<file path="src/rtl/uart_pkg.sv">
// Shared definitions for the AXI4-Lite UART: register offsets, STATUS bit positions, FSM states.
// Latency: n/a (package only).
// Backpressure: n/a (package only).
package uart_pkg;

    // Register select is the word index addr[3:2].
    localparam logic [1:0] UART_TXDATA = 2'd0;
    localparam logic [1:0] UART_RXDATA = 2'd1;
    localparam logic [1:0] UART_STATUS = 2'd2;
    localparam logic [1:0] UART_CLEAR  = 2'd3;

    // STATUS register bit positions.
    localparam int STAT_TX_FULL      = 0;
    localparam int STAT_TX_EMPTY     = 1;
    localparam int STAT_RX_VALID     = 2;
    localparam int STAT_RX_OVERRUN   = 3;
    localparam int STAT_RX_FRAME_ERR = 4;
    localparam int STAT_TX_DROP      = 5;

    // Frame position, used by both the TX and RX state machines.
    typedef enum logic [1:0] {
        IDLE  = 2'd0,
        START = 2'd1,
        DATA  = 2'd2,
        STOP  = 2'd3
    } uart_state_e;

endpackage

</file>
<file path="src/rtl/sync_fifo.sv">
// Single-clock FIFO with a combinational head (pop_dat is valid whenever !empty).
// Latency: a push is visible at the head on the cycle after it is written.
// Backpressure: pushes to a full FIFO are refused unless a pop happens in the same cycle.
// Ports: clk/rst_n (sync active-low); push_vld/push_dat write side; pop_rdy/pop_dat read side;
//        full/empty occupancy flags.
module sync_fifo #(
    parameter int DATA_W = 8,
    parameter int DEPTH  = 8
) (
    input  logic              clk,
    input  logic              rst_n,
    input  logic              push_vld,
    input  logic [DATA_W-1:0] push_dat,
    input  logic              pop_rdy,
    output logic [DATA_W-1:0] pop_dat,
    output logic              full,
    output logic              empty
);

    localparam int AW = $clog2(DEPTH);

    logic [DATA_W-1:0] mem [DEPTH];
    logic [AW-1:0]     wr_ptr;
    logic [AW-1:0]     rd_ptr;
    logic [AW:0]       count;

    logic do_push;
    logic do_pop;

    assign full    = (count == (AW+1)'(DEPTH));
    assign empty   = (count == '0);
    // A pop in the same cycle frees the slot being written, so a full FIFO still accepts.
    assign do_push = push_vld && (!full || pop_rdy);
    assign do_pop  = pop_rdy && !empty;
    assign pop_dat = mem[rd_ptr];

    always_ff @(posedge clk) begin
        if (do_push) begin
            mem[wr_ptr] <= push_dat;
        end
    end

    always_ff @(posedge clk) begin
        if (!rst_n) begin
            wr_ptr <= '0;
            rd_ptr <= '0;
            count  <= '0;
        end else begin
            if (do_push) begin
                wr_ptr <= wr_ptr + AW'(1);
            end
            if (do_pop) begin
                rd_ptr <= rd_ptr + AW'(1);
            end
            case ({do_push, do_pop})
                2'b10:   count <= count + (AW+1)'(1);
                2'b01:   count <= count - (AW+1)'(1);
                default: count <= count;
            endcase
        end
    end

endmodule

</file>
<file path="src/rtl/axi_lite_uart.sv">
// AXI4-Lite slave UART, fixed 8N1 LSB-first, buffered TX FIFO and single-byte RX holding register.
// Latency: ready pulses one cycle after valid, B/R responses one cycle after the handshake; TX line
//          leaves idle two cycles after the push is accepted.
// Backpressure: one write and one read outstanding; B/R held until bready/rready; TX pushes to a full FIFO are dropped.
// Ports: i_clk/i_rst_n (sync active-low); AW/W/B and AR/R AXI4-Lite channels;
//        o_uart_rx serial output (idle high); i_uart_tx serial input (asynchronous).
module axi_lite_uart
    import uart_pkg::*;
#(
    parameter int CLKS_PER_BIT  = 868,
    parameter int TX_FIFO_DEPTH = 8,
    parameter int ADDR_W        = 4
) (
    input  logic              i_clk,
    input  logic              i_rst_n,
    input  logic [ADDR_W-1:0] i_awaddr,
    input  logic              i_awvalid,
    output logic              o_awready,
    input  logic [31:0]       i_wdata,
    input  logic [3:0]        i_wstrb,
    input  logic              i_wvalid,
    output logic              o_wready,
    output logic [1:0]        o_bresp,
    output logic              o_bvalid,
    input  logic              i_bready,
    input  logic [ADDR_W-1:0] i_araddr,
    input  logic              i_arvalid,
    output logic              o_arready,
    output logic [31:0]       o_rdata,
    output logic [1:0]        o_rresp,
    output logic              o_rvalid,
    input  logic              i_rready,
    output logic              o_uart_rx,
    input  logic              i_uart_tx
);

    localparam logic [15:0] BIT_LAST  = 16'(CLKS_PER_BIT - 1);
    localparam logic [15:0] HALF_LAST = 16'(CLKS_PER_BIT / 2 - 1);

    // ---------------- AXI write channel ----------------
    logic aw_rdy;
    logic wr_fire;
    logic tx_push;
    logic clr_wr;

    assign o_awready = aw_rdy;
    assign o_wready  = aw_rdy;
    assign o_bresp   = 2'b00;
    assign wr_fire   = aw_rdy && i_awvalid && i_wvalid;
    assign tx_push   = wr_fire && (i_awaddr[3:2] == UART_TXDATA) && i_wstrb[0];
    assign clr_wr    = wr_fire && (i_awaddr[3:2] == UART_CLEAR);

    always_ff @(posedge i_clk) begin
        if (!i_rst_n) begin
            aw_rdy   <= 1'b0;
            o_bvalid <= 1'b0;
        end else begin
            // !aw_rdy keeps the ready a single-cycle pulse.
            aw_rdy <= i_awvalid && i_wvalid && !o_bvalid && !aw_rdy;
            if (wr_fire) begin
                o_bvalid <= 1'b1;
            end else if (i_bready) begin
                o_bvalid <= 1'b0;
            end
        end
    end

    // ---------------- TX FIFO ----------------
    logic       fifo_full;
    logic       fifo_empty;
    logic [7:0] fifo_dat;
    logic       tx_pop;

    sync_fifo #(
        .DATA_W (8),
        .DEPTH  (TX_FIFO_DEPTH)
    ) u_tx_fifo (
        .clk      (i_clk),
        .rst_n    (i_rst_n),
        .push_vld (tx_push),
        .push_dat (i_wdata[7:0]),
        .pop_rdy  (tx_pop),
        .pop_dat  (fifo_dat),
        .full     (fifo_full),
        .empty    (fifo_empty)
    );

    // ---------------- TX FSM ----------------
    uart_state_e tx_state, tx_state_nxt;
    logic [15:0] tx_cnt, tx_cnt_nxt;
    logic [2:0]  tx_idx, tx_idx_nxt;
    logic [7:0]  tx_shift, tx_shift_nxt;
    logic        tx_line;
    logic        tx_bit_end;

    assign tx_bit_end = (tx_cnt == BIT_LAST);

    always_ff @(posedge i_clk) begin
        if (!i_rst_n) begin
            tx_state  <= IDLE;
            tx_cnt    <= '0;
            tx_idx    <= '0;
            tx_shift  <= '0;
            o_uart_rx <= 1'b1;
        end else begin
            tx_state  <= tx_state_nxt;
            tx_cnt    <= tx_cnt_nxt;
            tx_idx    <= tx_idx_nxt;
            tx_shift  <= tx_shift_nxt;
            o_uart_rx <= tx_line;
        end
    end

    always_comb begin
        tx_state_nxt = tx_state;
        tx_cnt_nxt   = tx_cnt + 16'd1;
        tx_idx_nxt   = tx_idx;
        tx_shift_nxt = tx_shift;
        tx_pop       = 1'b0;
        tx_line      = 1'b1;
        case (tx_state)
            IDLE: begin
                tx_cnt_nxt = '0;
                if (!fifo_empty) begin
                    tx_pop       = 1'b1;
                    tx_shift_nxt = fifo_dat;
                    tx_state_nxt = START;
                end
            end
            START: begin
                tx_line = 1'b0;
                if (tx_bit_end) begin
                    tx_cnt_nxt   = '0;
                    tx_idx_nxt   = '0;
                    tx_state_nxt = DATA;
                end
            end
            DATA: begin
                tx_line = tx_shift[0];
                if (tx_bit_end) begin
                    tx_cnt_nxt   = '0;
                    tx_shift_nxt = {1'b0, tx_shift[7:1]};
                    tx_idx_nxt   = tx_idx + 3'd1;
                    if (tx_idx == 3'd7) begin
                        tx_state_nxt = STOP;
                    end
                end
            end
            STOP: begin
                tx_line = 1'b1;
                if (tx_bit_end) begin
                    tx_cnt_nxt = '0;
                    // Chain straight into the next start bit so queued bytes go out gap-free.
                    if (!fifo_empty) begin
                        tx_pop       = 1'b1;
                        tx_shift_nxt = fifo_dat;
                        tx_state_nxt = START;
                    end else begin
                        tx_state_nxt = IDLE;
                    end
                end
            end
            default: tx_state_nxt = IDLE;
        endcase
    end

    // ---------------- RX synchroniser + FSM ----------------
    logic        rx_s1, rx_s2, rx_prev;
    logic        rx_fall;
    uart_state_e rx_state, rx_state_nxt;
    logic [15:0] rx_cnt, rx_cnt_nxt;
    logic [2:0]  rx_idx, rx_idx_nxt;
    logic [7:0]  rx_shift, rx_shift_nxt;
    logic        rx_wait_high, rx_wait_high_nxt;
    logic        rx_done;
    logic        rx_ferr;

    assign rx_fall = rx_prev && !rx_s2;

    always_ff @(posedge i_clk) begin
        if (!i_rst_n) begin
            rx_s1        <= 1'b1;
            rx_s2        <= 1'b1;
            rx_prev      <= 1'b1;
            rx_state     <= IDLE;
            rx_cnt       <= '0;
            rx_idx       <= '0;
            rx_shift     <= '0;
            rx_wait_high <= 1'b0;
        end else begin
            rx_s1        <= i_uart_tx;
            rx_s2        <= rx_s1;
            rx_prev      <= rx_s2;
            rx_state     <= rx_state_nxt;
            rx_cnt       <= rx_cnt_nxt;
            rx_idx       <= rx_idx_nxt;
            rx_shift     <= rx_shift_nxt;
            rx_wait_high <= rx_wait_high_nxt;
        end
    end

    always_comb begin
        rx_state_nxt     = rx_state;
        rx_cnt_nxt       = rx_cnt + 16'd1;
        rx_idx_nxt       = rx_idx;
        rx_shift_nxt     = rx_shift;
        rx_wait_high_nxt = rx_wait_high;
        rx_done          = 1'b0;
        rx_ferr          = 1'b0;
        case (rx_state)
            IDLE: begin
                rx_cnt_nxt = '0;
                // After a framing error the line may still be low; re-arm only once it idles high.
                if (rx_wait_high) begin
                    if (rx_s2) begin
                        rx_wait_high_nxt = 1'b0;
                    end
                end else if (rx_fall) begin
                    rx_state_nxt = START;
                end
            end
            START: begin
                if (rx_cnt == HALF_LAST) begin
                    rx_cnt_nxt = '0;
                    if (rx_s2) begin
                        rx_state_nxt = IDLE;   // glitch, not a start bit
                    end else begin
                        rx_idx_nxt   = '0;
                        rx_state_nxt = DATA;
                    end
                end
            end
            DATA: begin
                if (rx_cnt == BIT_LAST) begin
                    rx_cnt_nxt   = '0;
                    rx_shift_nxt = {rx_s2, rx_shift[7:1]};
                    rx_idx_nxt   = rx_idx + 3'd1;
                    if (rx_idx == 3'd7) begin
                        rx_state_nxt = STOP;
                    end
                end
            end
            STOP: begin
                if (rx_cnt == BIT_LAST) begin
                    rx_cnt_nxt   = '0;
                    rx_state_nxt = IDLE;
                    if (rx_s2) begin
                        rx_done = 1'b1;
                    end else begin
                        rx_ferr          = 1'b1;
                        rx_wait_high_nxt = 1'b1;
                    end
                end
            end
            default: rx_state_nxt = IDLE;
        endcase
    end

    // ---------------- AXI read channel + flags ----------------
    logic        ar_rdy;
    logic        rd_fire;
    logic        rx_clr;
    logic [7:0]  rx_byte;
    logic        rx_valid;
    logic        rx_overrun;
    logic        rx_frame_err;
    logic        tx_drop;
    logic        tx_drop_set;
    logic [31:0] status;
    logic [31:0] rd_mux;

    assign o_arready   = ar_rdy;
    assign o_rresp     = 2'b00;
    assign rd_fire     = ar_rdy && i_arvalid;
    assign rx_clr      = rd_fire && (i_araddr[3:2] == UART_RXDATA);
    assign tx_drop_set = tx_push && fifo_full && !tx_pop;

    always_comb begin
        status                    = '0;
        status[STAT_TX_FULL]      = fifo_full;
        status[STAT_TX_EMPTY]     = fifo_empty && (tx_state == IDLE);
        status[STAT_RX_VALID]     = rx_valid;
        status[STAT_RX_OVERRUN]   = rx_overrun;
        status[STAT_RX_FRAME_ERR] = rx_frame_err;
        status[STAT_TX_DROP]      = tx_drop;
    end

    always_comb begin
        rd_mux = '0;
        case (i_araddr[3:2])
            UART_RXDATA: rd_mux = {23'b0, rx_valid, rx_byte};
            UART_STATUS: rd_mux = status;
            default:     rd_mux = '0;
        endcase
    end

    always_ff @(posedge i_clk) begin
        if (!i_rst_n) begin
            ar_rdy       <= 1'b0;
            o_rvalid     <= 1'b0;
            o_rdata      <= '0;
            rx_byte      <= '0;
            rx_valid     <= 1'b0;
            rx_overrun   <= 1'b0;
            rx_frame_err <= 1'b0;
            tx_drop      <= 1'b0;
        end else begin
            ar_rdy <= i_arvalid && !o_rvalid && !ar_rdy;
            // rdata only loads on a handshake, which cannot occur while rvalid is up.
            if (rd_fire) begin
                o_rvalid <= 1'b1;
                o_rdata  <= rd_mux;
            end else if (i_rready) begin
                o_rvalid <= 1'b0;
            end

            // A byte landing on the same cycle as the RXDATA read wins and stays valid.
            if (rx_done) begin
                rx_byte  <= rx_shift;
                rx_valid <= 1'b1;
            end else if (rx_clr) begin
                rx_valid <= 1'b0;
            end

            if (rx_done && rx_valid && !rx_clr) begin
                rx_overrun <= 1'b1;
            end else if (clr_wr && i_wdata[STAT_RX_OVERRUN]) begin
                rx_overrun <= 1'b0;
            end

            if (rx_ferr) begin
                rx_frame_err <= 1'b1;
            end else if (clr_wr && i_wdata[STAT_RX_FRAME_ERR]) begin
                rx_frame_err <= 1'b0;
            end

            if (tx_drop_set) begin
                tx_drop <= 1'b1;
            end else if (clr_wr && i_wdata[STAT_TX_DROP]) begin
                tx_drop <= 1'b0;
            end
        end
    end

    // Address low bits, upper data bytes and upper strobes carry no meaning here.
    logic unused_bits;
    assign unused_bits = ^{i_awaddr, i_araddr, i_wdata, i_wstrb};

endmodule
</file>
<file path="config.mk">
export PLATFORM = sky130hd
export DESIGN_NAME = axi_lite_uart
export DESIGN_NICKNAME = d
export VERILOG_FILES = /design/src/rtl/uart_pkg.sv /design/src/rtl/sync_fifo.sv /design/src/rtl/axi_lite_uart.sv
export SDC_FILE = /design/constraint.sdc
export NUM_CORES = 1
export LEC_CHECK = 0
export BUFFER_PORTS_ARGS = -buffer_cell sky130_fd_sc_hd__buf_2
export CELL_PAD_IN_SITES_DETAIL_PLACEMENT = 1
export CELL_PAD_IN_SITES_GLOBAL_PLACEMENT = 1
export CORE_UTILIZATION = 45
export CTS_CLUSTER_DIAMETER = 150
export DETAILED_ROUTE_END_ITERATION = 7
export GPL_TIMING_DRIVEN = 1
export PLACE_DENSITY_LB_ADDON = 0.1
export SYNTH_ARGS = -nofsm -noshare
export SYNTH_HDL_FRONTEND = slang
export SYNTH_SLANG_ARGS = --single-unit
</file>
<file path="constraint.sdc">
create_clock -name i_clk -period 4.5 [get_ports i_clk]
set_input_delay 0.45 -clock i_clk [delete_from_list [all_inputs] [get_ports i_clk]]
set_output_delay 0.45 -clock i_clk [all_outputs]
set_load 0.05 [all_outputs]
</file>
==> impl_metrics.csv <==
group,metric,value,unit
power_and_ir_drop,p_total,3.687,mW
die,io_pins,94,
sta,fin_crit_sh,0.7307,
clocking,cts_num_sinks,165,
die,die-height,131.0,µm
setup_path,crit_top_cell,"ha_1",
yosys,synthSimpleGateAreaFrac,0.1762,
setup_path,cp_max_fo,12,
grt,antenna_found_initial,0,
detailed_routing,routed_wl,17070,µm
yosys,postSynthCellCount,675,
clocking,cts_buffer_depth,2,
layout,nets,768,
yosys,synth-seq-cells,165,
clocking,root_buffer,"clkbuf_16",
yosys,synth_edf_count,64,
layout,final_util,0.5191,
yosys,synth_top_family_by_area,"simple AND/OR/NAND/NOR gates",
sta,setup_violations,0,
sta,finalSetupTns,0,ns
clocking,path_clk_slew,0.07,ns
setup_path,r2r_end,"u_tx_fifo.count[2]$_SDFFE_PN0P_",
setup_path,cp.arrival,3.65,ns
detailed_routing,drc,0,
yosys,seq_area_frac_synth,0.5269,
layout,fillerInstances,1712,
grt,grt_max_degree,43,
setup_path,path_buf_inv,1,
place,dpl.hpwl,11550,µm
yosys,muxShareOfSynthArea,0.06135,
detailed_routing,dr.pass1.iters,5,
clocking,cts_buffers,17,
yosys,synth_cell_type_count,64,
setup_path,start_kind,"flip-flop",
grt,grt_pass1_vias,5385,
setup_path,end_kind,"flip-flop",
detailed_routing,antenna_left,0,
yosys,yosys.area_share.adder,0.03343,
setup_path,critPathKind,"flip-flop to flip-flop",
setup_path,path_cells,"inv_1 > ha_1 > nor2b_1 > o211a_1 > a21oi_2 > ha_1 > xor2_1 > ha_1 > a21oi_1 > xor2_1 > or3_1 > a21oi_1",
detailed_routing,wire_per_inst,18.45,µm
setup_path,critPathTopFamily,"compound AO/OA/AOI/OAI gates",
yosys,synth_top_cell_by_area,"dfxtp_1",
detailed_routing,viasPerCell,5.668,
power_and_ir_drop,irDropWorstVdd,301.9,µV
job,drv_cap,0,
run_status,outcome,"completed",
detailed_routing,drt-met1-wl,7959,µm
clocking,htree_levels,4,
yosys,synth_compound_area_frac,0.1062,
clocking,clk_latency,0.43,ns
setup_path,worstPathRequired,4.86,ns
yosys,ys.flop_type,"dfxtp_1",
sta,fmaxAchievable,304.1,MHz
worst_hold_path,min_to,"rx_s1$_SDFF_PN1_",
sta,hold_violations,0,
worst_hold_path,min_path_cells,2,
layout,synthToLayoutAreaGrowth,11.37,%
clocking,cts_tree,"built",
worst_hold_path,min_from,"i_uart_tx",
layout,final_common_cell,"dfxtp_1",
detailed_routing,drt_iter0_drc,303,
yosys,yosysWarnings,0,
sta,skew,0.009604,ns
detailed_routing,dr_wl_met2,8336,µm
place,port-buffer-count,35,
sta,worst_pin_slew,1.178,ns
detailed_routing,vias,5243,
grt,grt_pass1_wl,27560,µm
setup_path,slowest_delay,0.53,ns
power_and_ir_drop,power.density,442.3,nW/µm²
yosys,synthTopCellsByArea,"dfxtp_1 27%, edfxtp_1 26%, mux4_2 4.5%",
detailed_routing,dr.max_layer_used,"met4",
die,row_count,46,
clocking,hold_buffers,0,
setup_path,slowest_stage,"a21oi_2",
clocking,post-cts-setup-buffers,0,
die,start_util,0.4661,
grt,grt-ovfl-total,0,
setup_path,worstReg2RegStart,"tx_state[1]$_SDFFE_PN0P_",
layout,most-common-layout-cells,"101 x dfxtp_1, 64 x edfxtp_1, 55 x nor2_1",
setup_path,reg2reg_depth,12,
clocking,cts_resized,0,
yosys,syn_area_per_cell,11.09,µm²
yosys,netlist_area,7485,µm²
die,core,16060,µm²
yosys,yosysTopAreaCellShare,0.2701,
place,gp_congestion,0.7365,
setup_path,rrSetupSlack,1.21,ns
sta,rsz0062_at_grt,"false",
yosys,synth_xor_area_frac,0.03159,
worst_hold_path,hold_class,"primary input to flip-flop",
sta,fin_crit,3.288,ns
die,die_w,131.0,µm
yosys,synthArstFlopShare,0,
die,die_area,17150,µm²
detailed_routing,met3_length,556,µm
layout,drive_above_1_share,0.1425,
sta,finalMaxSlewViolations,0,
layout,insertedDiodeCount,0,
sta,relSlewSlack,0.2124,
grt,grt_use_total,0.2129,
power_and_ir_drop,leakage,2.857,nW
area by class of cell:
class	instances	area, µm²	share of cell area
Timing Repair Buffer	42	227.7	0.02732
Inverter	23	86.33	0.01036
Sequential cell	165	3944	0.4731
Clock inverter	15	205.2	0.02462
Multi-Input combinational cell	447	3177	0.3811
Tap cell	216	270.3	0.03242
Clock buffer	17	425.4	0.05104
layer usage:
layer | global-route usage | up-vias
met5 | 0 | -
met3 | 0.04316 | 17
met2 | 0.3473 | 87
li1 | - | 2511
met4 | 0.07099 | 0
met1 | 0.2828 | 2628
synthesized netlist by cell type (all sizes together), types with 8 or more instances:
cell type / instances
mux2i: 11
mux4: 15
dfxtp: 101
o21ai: 14
o31ai: 17
xor2: 15
nand3: 15
nor4b: 8
nor2: 55
buf: 41
a21oi: 36
inv: 22
nand2b: 10
clkbuf: 25
edfxtp: 64
nor2b: 13
ha: 20
nor3: 12
nor4: 10
a211oi: 9
nand4: 25
xnor2: 12
nand2: 40
o32ai: 8
worst reg2reg max path: cells and delay by family, from the launching register on:
kind / cells / cell delay [ns]
AOI/OAI and AO/OA: 4 / 0.96
and+or+nand+nor: 2 / 0.41
buffers and inverters: 1 / 0.13
DFF: 1 / 0.41
adders and majority gates: 3 / 0.95
xor gates and xnor gates: 2 / 0.35
power by group:
group	leakage (nW)	switching (mW)	total, mW	internal, mW
Sequential	1.39	0.0384	1.63	1.59
Clock	0.297	0.618	1.55	0.933
Combinational	1.17	0.316	0.508	0.192
Total	2.86	0.972	3.69	2.72
worst max-delay path by stage:
stage,from,end,cells after the start
6_report,tx_state[1]$_SDFFE_PN0P_,u_tx_fifo.count[2]$_SDFFE_PN0P_,12
3_3_place_gp,u_tx_fifo.count[0]$_SDFFE_PN0P_,u_tx_fifo.count[2]$_SDFFE_PN0P_,10
3_5_place_dp,tx_state[0]$_SDFFE_PN0P_,u_tx_fifo.count[2]$_SDFFE_PN0P_,12
2_1_floorplan,o_awready$_SDFF_PN0_,u_tx_fifo.count[2]$_SDFFE_PN0P_,12
4_1_cts,tx_state[1]$_SDFFE_PN0P_,u_tx_fifo.count[2]$_SDFFE_PN0P_,12
5_1_grt,tx_state[0]$_SDFFE_PN0P_,u_tx_fifo.count[2]$_SDFFE_PN0P_,12
flip-flops by register name, indices dropped and copies added (netlist names), 4 cells and up, named ones only:
register / cells
u_tx_fifo.mem: 64
rx_cnt: 16
tx_cnt: 16
o_rdata: 9
rx_byte: 8
rx_shift: 8
tx_shift: 8
u_tx_fifo.count: 4
per-stage QoR:
stage / area, µm² / setup WS (ns) / hold WS [ns] / instances
global route: 8335 / 0.8992 / 0.2009 / 925
finish: 8335 / 1.212 / 0.2102 / 925
detailed placement: 7705 / 1.241 / 0.4022 / 893
CTS: 8335 / 1.214 / 0.1912 / 925
floorplan: 7582 / 1.766 / 0.3863 / 701
global placement: 7705 / 1.379 / 0.3971 / 893
kinds of logic (layout without fill, tap and decap cells):
logic type	Yosys count	count (layout)
simple gates	231	231
mux	27	27
fa+ha+maj	20	20
xor+xnor	27	27
other cells	1	27
buf+inv	89	97
flops	165	165
compound gates	115	115
Note: power is estimated with default switching activity, not from simulation.
